$ cat config.mk
export PLATFORM = sky130hd
export DESIGN_NAME = pipe_skid_reg
export DESIGN_NICKNAME = d
export VERILOG_FILES = /design/src/rtl/pipe_skid_reg.sv
export SDC_FILE = /design/constraint.sdc
export NUM_CORES = 1
export LEC_CHECK = 0
export ABC_AREA = 1
export CELL_PAD_IN_SITES_DETAIL_PLACEMENT = 2
export CELL_PAD_IN_SITES_GLOBAL_PLACEMENT = 2
export CORE_AREA = 2 2 121 123
export CTS_CLUSTER_SIZE = 25
export DETAILED_ROUTE_END_ITERATION = 6
export DIE_AREA = 0 0 123 125
export MAX_ROUTING_LAYER = met4
export PLACE_DENSITY = 0.78
export SLEW_MARGIN = 5
export SYNTH_ARGS = -nofsm -noshare
export SYNTH_HDL_FRONTEND = slang
export SYNTH_SLANG_ARGS = --single-unit
$ cat constraint.sdc
create_clock -name clk -period 1.1 [get_ports clk]
set_input_delay 0.22 -clock clk [delete_from_list [all_inputs] [get_ports clk]]
set_output_delay 0.22 -clock clk [all_outputs]
set_load 0.03 [all_outputs]
$ cat src/rtl/pipe_skid_reg.sv
// pipe_skid_reg: elastic valid/ready pipeline stage with a one-entry skid buffer.
// Latency: a word accepted at edge N is on out_data (out_valid=1) in cycle N+1; 1 word/cycle sustained.
// Backpressure: in_ready is registered; after out_ready drops one more word lands in skid, then in_ready falls.
//
// Ports:
//   clk, rst             rising-edge clock, synchronous active-high reset
//   in_valid/in_data     upstream word offer
//   in_ready             registered accept (low only when both entries are full)
//   out_valid/out_data   registered head word
//   out_ready            downstream accept of the head word
//   flush                synchronous discard of every held word (and any same-cycle input)
//   occupancy            words held: 0, 1 or 2
module pipe_skid_reg #(
  parameter int WIDTH = 32
) (
  input  logic             clk,
  input  logic             rst,
  input  logic             in_valid,
  input  logic [WIDTH-1:0] in_data,
  output logic             in_ready,
  output logic             out_valid,
  output logic [WIDTH-1:0] out_data,
  input  logic             out_ready,
  input  logic             flush,
  output logic [1:0]       occupancy
);

  // State encoding equals the word count, so occupancy is the state register itself.
  localparam logic [1:0] EMPTY = 2'd0;
  localparam logic [1:0] ONE   = 2'd1;
  localparam logic [1:0] TWO   = 2'd2;

  logic [1:0]       r_state;
  logic [WIDTH-1:0] r_main;
  logic [WIDTH-1:0] r_skid;

  logic w_in_xfer;
  logic w_out_xfer;

  // Handshake qualifiers depend only on registered state, never on out_ready directly.
  assign in_ready   = (r_state != TWO);
  assign out_valid  = (r_state != EMPTY);
  assign out_data   = r_main;
  assign occupancy  = r_state;

  assign w_in_xfer  = in_valid  && in_ready;
  assign w_out_xfer = out_valid && out_ready;

  always_ff @(posedge clk) begin
    if (rst) begin
      r_state <= EMPTY;
      r_main  <= '0;
      r_skid  <= '0;
    end else if (flush) begin
      // Data registers keep stale contents; they are don't-care while out_valid is low.
      r_state <= EMPTY;
    end else begin
      case (r_state)
        EMPTY: begin
          if (w_in_xfer) begin
            r_main  <= in_data;
            r_state <= ONE;
          end
        end
        ONE: begin
          if (w_out_xfer && w_in_xfer) begin
            r_main <= in_data;
          end else if (w_out_xfer) begin
            r_state <= EMPTY;
          end else if (w_in_xfer) begin
            // Downstream stalled this edge: park the word so in_ready can stay registered.
            r_skid  <= in_data;
            r_state <= TWO;
          end
        end
        TWO: begin
          if (w_out_xfer) begin
            r_main  <= r_skid;
            r_state <= ONE;
          end
        end
        default: begin
          r_state <= EMPTY;
        end
      endcase
    end
  end

endmodule

==> metrics.md <==
| Metric | Value |
|---|---|
| # clock sinks | `66` |
| Clk Latency, worst-skew pair | `between 0.3 and 0.4 ns` |
| Crit path time final | `1.44 ns` |
| Highest-count cells in the layout ignoring fill and taps | `106 x nand2_1, 64 x inv_1, 63 x nand3_1, 63 x nor2_1, 50 x dfxtp_1` |
| Ys Warns | `0` |
| Hold Buf Count CTS | `0` |
| Largest net degree at the start of global routing | `29` |
| Worst Path Arrival | `1.71 ns` |
| Final Max Slew Viols | `0` |
| Pwr Density | `1240 nW/um^2` |
| Share of cells above drive strength 1 | `37.6%` |
| Synthesized area | `3330 um^2` |
| Via-to-Cell Ratio | `just under 5` |
| Psw | `2.08 mW` |
| Synthesized Nets | `576` |
| Initial antenna violation count | `0` |
| Crit Path Category | `register to register` |
| Flop and latch count out of synthesis | `66` |
| Iter 0 DRT Violations | `146` |
| Class of the worst hold path | `primary input to register` |
| DP Cell Count | `786` |
| Mean Syn Cell Area | `slightly above 6 um^2` |
| FMAX | `slightly below 0.7 GHz` |
| CP startpoint kind | `register` |
| WL per Instance | `21.5 um` |
| First-pass GRT wire length | `21,800 um` |
| Total CTS buffers | `9` |
| Pin slew with the least headroom to its limit | `0.395 ns` |
| Detail Route Antenna Nets | `0` |
| Yosys cell types | `17` |
| Leak pwr | `2.75 nW` |
| Die Ht | `roughly 130 um` |
| Via count | `approximately 4k` |
| Die Wd | `about 120 um` |
| Rows | `44` |
| Sequential area share after synthesis | `39.7%` |
| Diode count | `0` |
| Seq pwr share | `35.8%` |
| Data required, critical path | `1.37 ns` |
| I/O Pins | `73` |
| Synth Area in Adders | `0%` |
| Fin Setup TNS | `-16.35 ns` |
| Combinational fraction of design power | `about a fifth` |
| DRC | `0` |
| Syn Inst Count | `539` |
| Final Worst Setup Slack | `-0.340 ns` |
| Pre-CTS setup slack | `-0.621 ns` |
| Clock transition at the registers of the reported paths | `0.06 ns` |
| TritonCTS clock tree | `yes` |
| Clock power share | `between 40 and 50%` |
| Total die area | `15,400 um^2` |
| DRT Pass-1 Iters | `4` |
| Skew final | `0.00670 ns` |
| GR Util All Layers | `18.7%` |
| Initial Util | `23.5%` |
| H-tree Lvls | `3` |
| Fillers | `roughly 1.6k` |
| CTS max path bufs | `2` |
| Sw Share | `28.7%` |
| Commonest non-fill, non-tap cell in the layout | `nand2_1` |
| Register-to-register setup slack | `-0.34 ns` |
| CP Capture Type | `register` |
| GR Overflow Total | `0` |
| Hold_ws | `0.488 ns` |
| Synth Area in XOR/XNOR | `0%` |
| Combinational family with the most area after synthesis | `simple AND/OR/NAND/NOR gates` |
| WL final | `between 15,000 and 20,000 um` |
| Unrepaired setup endpoints after global routing | `true` |
| Compound-Gate Fraction of Synth Area | `5.67%` |
| RePlAce Congestion | `between 0.7 and 0.8` |
| Clock root buffer | `clkbuf_16` |
| Core area | `14,200 um^2` |
| Final Hold Fails | `0` |
| Outcome | `complete, but fails checks` |
| Worst-path maximum fanout | `6` |
| Post-Synth Simple-Gate Area | `roughly 41%` |
| Int Pwr | `5.16 mW` |
| Worst slew margin | `73.7%` |
| Peak supply drop | `about 0.63 mV` |
| Max-cap viol count | `0` |
| Tcrit/Tclk final | `131%` |
| Violated checks | `setup timing` |
| Number of buffers inserted by port buffering | `72` |
| Vias in the first global route | `4,072` |
| Area grow syn2layout | `75.1%` |
| Setup-failing EPs final | `a little under 70` |
| Finished Core Util | `41.1%` |
| Finished Layout Cells | `831` |
| DP HPWL | `8360 um` |
| Mux contribution to synthesized area | `0%` |
| Final nets | `approximately 680` |
final cells by class:
class | count | area (um^2) | share of cell area [%]
Multi-Input combinational cell | 369 | 2030 | 34.8
Timing Repair Buffer | 127 | 1640 | 28.0
Sequential cell | 66 | 1350 | 23.1
Inverter | 69 | 269 | 4.61
Clock buffer | 11 | 243 | 4.16
Tap cell | 184 | 230 | 3.95
Clock inverter | 5 | 77.6 | 1.33
sequential cells by signal, summed over array words and instances (netlist names):
name	count
out_data	32
occupancy	2
r_skid	32
cell usage after synthesis, drive strengths merged:
cell | instances | area (um^2)
clkbuf | 9 | 33.8
nand3 | 66 | 330
nand4 | 1 | 21.3
dfxtp | 66 | 1320
o211ai | 1 | 7.51
inv | 69 | 259
a21oi | 34 | 181
nor2 | 98 | 370
nor3b | 1 | 7.51
buf | 26 | 164
nand2 | 168 | 636
per-stage QoR:
stage	instance area, um^2	power, mW
after floorplan	3420	3.19
final	5830	7.23
after global placement	4390	3.65
after detailed placement	4390	3.70
after CTS	5010	6.97
after global routing	5830	7.48
cell families after synthesis:
| family | Yosys count |
|---|---|
| and+or+nand+nor | 334 |
| buffers and inverters | 104 |
| AOI/OAI and AO/OA | 35 |
| DFF | 66 |
power groups by stage:
stage	Sequential, mW	Combinational (mW)	Clock [mW]
5_1_grt	2.60	1.51	3.37
4_1_cts	2.57	1.18	3.21
6_report	2.59	1.42	3.22
2_1_floorplan	2.76	0.429	0
3_3_place_gp	2.61	1.04	0
3_5_place_dp	2.62	1.08	0
metal layers:
metal  up-vias  part of all wire [%]  GRT usage (%)
li1       1847                     -              -
met1      2028                    40           22.6
met2        88                    54           32.2
met3        29                   3.3           2.60
met4         0                   2.6           5.48
met5         -                     0              -
what timing repair did:
action                     in CTS  in global routing
setup buffers                   7                  6
pin swaps                       3                 29
resized for setup              45                153
gates cloned                    3                 14
setup endpoints to repair      74                 79
worst max-delay path, stage by stage (launching register included):
cell and delay, ns:
dfxtp_4 0.37, buf_12 0.13, nor2_4 0.11, nand4_4 0.12, buf_6 0.17, buf_12 0.15
nand2_2 0.09, nand2_1 0.09, nor2_2 0.13
worst paths after layout:
path / cells after the start / startpoint / endpoint
setup / recovery: 8 / occupancy[1] / r_skid[11]
hold / removal: 4 / out_ready / occupancy[0]
setup reg to reg: 8 / occupancy[1] / r_skid[11]
hold reg to reg: 2 / out_data[19] / out_data[19]
Power figures use the tool's default switching activity.
==> edit 1: new RTL, same settings <==
Set the parameter `WIDTH` to 64 (it was 32).
--- a/src/rtl/pipe_skid_reg.sv
+++ b/src/rtl/pipe_skid_reg.sv
@@ -12,5 +12,5 @@
 //   occupancy            words held: 0, 1 or 2
 module pipe_skid_reg #(
-  parameter int WIDTH = 32
+  parameter int WIDTH = 64
 ) (
   input  logic             clk,
Ports: changed (resized in_data and out_data); port bits go from 73 to 137. No check against the original RTL was run, so the function may have changed too.
==> edit 1 against the unedited design <==
  * The run now fails in global placement
  * Synthesized area is 96% higher
==> edit 1: results (changes against the unedited design) <==
* Outcome: did not finish
* Tool Error: [ERROR GPL-0301] Utilization 109.098 % exceeds 100%.
* Num rows at 44 (unchanged)
* Synth top area cells: dfxtp_1 40%, nand2_1 19%, nor2_1 11%
* Most frequent cells after synthesis: 328 x nand2_1, 194 x nor2_1, 130 x dfxtp_1, 130 x inv_1, 129 x nand3_1
* Port Buf Inserts at 136 (+89%)
* Share of the yosys chip area belonging to registers at 0.3993 (+0.002764)
* Ys Warns at 0 (unchanged)
* Yosys cell types at 18 (+1)
* Main flop type after synthesis: dfxtp_1
* Stop stage: global placement
* Mapped Avg Cell Area at 6.137 um2 (-0.72%)
* Seq cells post-synth at 130 (+97%)
* Net Count, Synth at 1131 (+96%)
* Fraction of registers with async set/reset at 0 (unchanged)
## edit 1: kinds of logic after synthesis
group,share of synthesized area
buf+inv,0.1444
simple gates,0.4035
compound gates,0.05279
flops,0.3993
==> edit 2: new RTL, same settings <==
Without the edit above. Reset style: asynchronous (`rst`), changed in one clocked block. Comments in the files are not updated.
--- a/src/rtl/pipe_skid_reg.sv
+++ b/src/rtl/pipe_skid_reg.sv
@@ -47,5 +47,5 @@
   assign w_out_xfer = out_valid && out_ready;
 
-  always_ff @(posedge clk) begin
+  always_ff @(posedge clk or posedge rst) begin
     if (rst) begin
       r_state <= EMPTY;
Formal check against the unedited RTL: differs if rst is asserted again (counterexample within 4 cycles, from zero or initial values and one cycle with rst high); with rst held inactive, the same outputs for 4 cycles.
==> edit 2 against the unedited design <==
  * Die area did not move
  * Via count decreased by 15%
  * Synthesized area decreased by 1.1%
  * The flow still finishes with violations (setup timing)
  * Worst setup slack worse by 16 ps
  * Critical path depth is the same
  * Sequential cell count stayed put
  * Largest cell class is now flip-flops and latches
  * Maximum frequency decreased by 1.1%
  * Cell area fell by 8.3%
  * Highest routed layer unchanged
  * Wire length shrank 27%
  * Global-route usage decreased by 0.56 points
Power is not compared: it rests on default switching activity, and its combinational part moved more than twofold at a synthesized area within 25%.
==> edit 2: results (changes against the unedited design) <==
* Mapped Avg Cell Area at 7.977 um2 (+29%)
* Peak fanout along the critical path at 7 (+1)
* Ys Warns at 0 (unchanged)
* Highest Signal Layer: met4
* Worst path slowest cell: dfrtp_2
* Fraction of registers with async set/reset at 1.000 (+1.000)
* Top delay family on crit path: simple AND/OR/NAND/NOR gates
* Final hold slack at 290.3 ps (-197.6 ps)
* Met1 WL at 5.365 mm (-26%)
* Worst hold path type: input port to async pin
* Met3 routed WL at 544 um (-8.9%)
* Yosys cell types at 19 (+2)
* Dpl hpwl at 8.151 mm (-2.4%)
* Clock Pin Slew Worst Setup and Hold Paths at 60 ps (about the same)
* Fraction of final layout cells sized beyond drive strength 1 at 0.3511 (-0.02448)
* Synth top area cells: dfrtp_1 50%, nand2_1 19%, o21ai_2 6.1%
* Final setup viols at 83 (+20%)
* Worst vdd ir at roughly 0.00075 V
* Htree depth at 3 (unchanged)
* Metal2 WL at 6.898 mm (-28%)
* Vias in the first global route at 3787 (-7.0%)
* CTS Buf Count at 9 (unchanged)
* Antenna violations before repair at 0 (unchanged)
* GRT Total Usage at 0.1818 (-0.005566)
* Main flop type after synthesis: dfrtp_1
* Root buf cell: clkbuf_16
* Most frequent cells after synthesis: 171 x nand2_1, 66 x dfrtp_1, 37 x nand3_1, 34 x inv_1, 32 x nand4_1
* TritonRoute pass-1 iters at 4 (unchanged)
* DP Cell Count at 674 (-14%)
* Placer Congestion at 0.7458 (+1.8%)
* CP max stage delay at 420 ps (+50 ps)
* Clk_skew at 6.412 ps (-0.2874 ps)
* First-pass GRT wire length at 20.98 mm (-3.9%)
* Total number of vias at 3399 (-15%)
* Final WL at 13.14 mm (-27%)
* CP arrival at 1660 ps (-50 ps)
* Vias per cell at 4.669 (-2.8%)
* Fin worst setup slack at -355.6 ps (-15.67 ps)
* 1st-iter DRT viols at 164 (+12%)
* NumNets Final at 576 (-15%)
* Share of the yosys chip area belonging to registers at 0.5013 (+0.1048)
* Clk_lat worst skew at 340 ps (about the same)
* Filler cells at 1590 (-0.50%)
* Pin count of the biggest net entering global routing at 34 (+17%)
* Outcome: finished, violations left
* Failing checks: setup timing
* Worst Setup SP: occupancy[0]
* Slew margin rel. at 0.7581 (+0.02118)
* Inserted Diodes at 0 (unchanged)
* Worst R2R End: out_data[31]
* Net Count, Synth at 450 (-22%)
## edit 2: cell types whose count changed after synthesis, sizes merged
cell and change:
dfrtp +66, buf -9, nand4 +31, nor3b -1, nor2 -94, o211ai -1, nor3 +1, dfxtp -66
o21ai +33, a21oi -34, nand2 +6, inv -33, clkbuf +3, nand3 -28
## edit 2: timing repair
item	CTS	global route
setup buffers	22	16
cloned	0	0
pin swaps	1	1
resized for setup	52	23
setup endpoints to repair	102	102
## edit 2: through the flow
stage	setup TNS, ps	utilization	setup WS [ps]	instance area, um2
floorplan	-17580	-	-284.1	3379
global placement	-30380	0.3143	-515.2	4464
detailed placement	-32980	0.3143	-539.1	4464
CTS	-16930	0.3628	-339.0	5154
global route	-26000	0.3767	-411.3	5350
finish	-20830	0.3767	-355.6	5350
## edit 2: logic make-up (layout without fill, tap and decap cells)
logic type,count (synthesis),in the layout,synth area share
buffers and inverters,65,196,0.09343
DFF,66,66,0.5013
AOI/OAI and AO/OA,33,33,0.07634
and+or+nand+nor,249,249,0.3289
## edit 2: worst min-delay path: cells and delay by family
family                 cells  cell delay [ps]
buffers and inverters      3              740
## edit 2: area by class of cell
type                    instances  area (um2)  share of cell area
well taps                     184       230.2             0.04303
clock buffers                  10       239.0             0.04467
multi-input cells             282        1475              0.2757
inverters                      36       141.4             0.02643
flip-flops and latches         66        1654              0.3092
repair buffers                144        1520              0.2841
clock inverters                 6       90.09             0.01684
## edit 2: layer usage
metal / global-route usage / vias to the layer above
li1: - / 1584
met1: 0.2120 / 1714
met2: 0.3143 / 74
met3: 0.03604 / 27
met4: 0.05214 / 0
met5: - / -
## edit 2: worst max path at each step
stage                   endpoint  cells after the start  slack, ps
detailed placement    r_skid[11]                      6       -540
floorplan            out_data[0]                      8       -280
CTS                 occupancy[0]                      3       -340
global route        out_data[13]                      8       -410
global placement       r_skid[9]                      6       -520
finish              out_data[31]                      8       -360
## edit 2: power by group
part	total [W]	leakage [nW]	internal (W)	switching [W]
clock network	0.00319	0.159	0.00205	0.00114
logic	0.00433	1.75	0.00212	0.00221
registers	0.00382	0.825	0.00319	0.000632
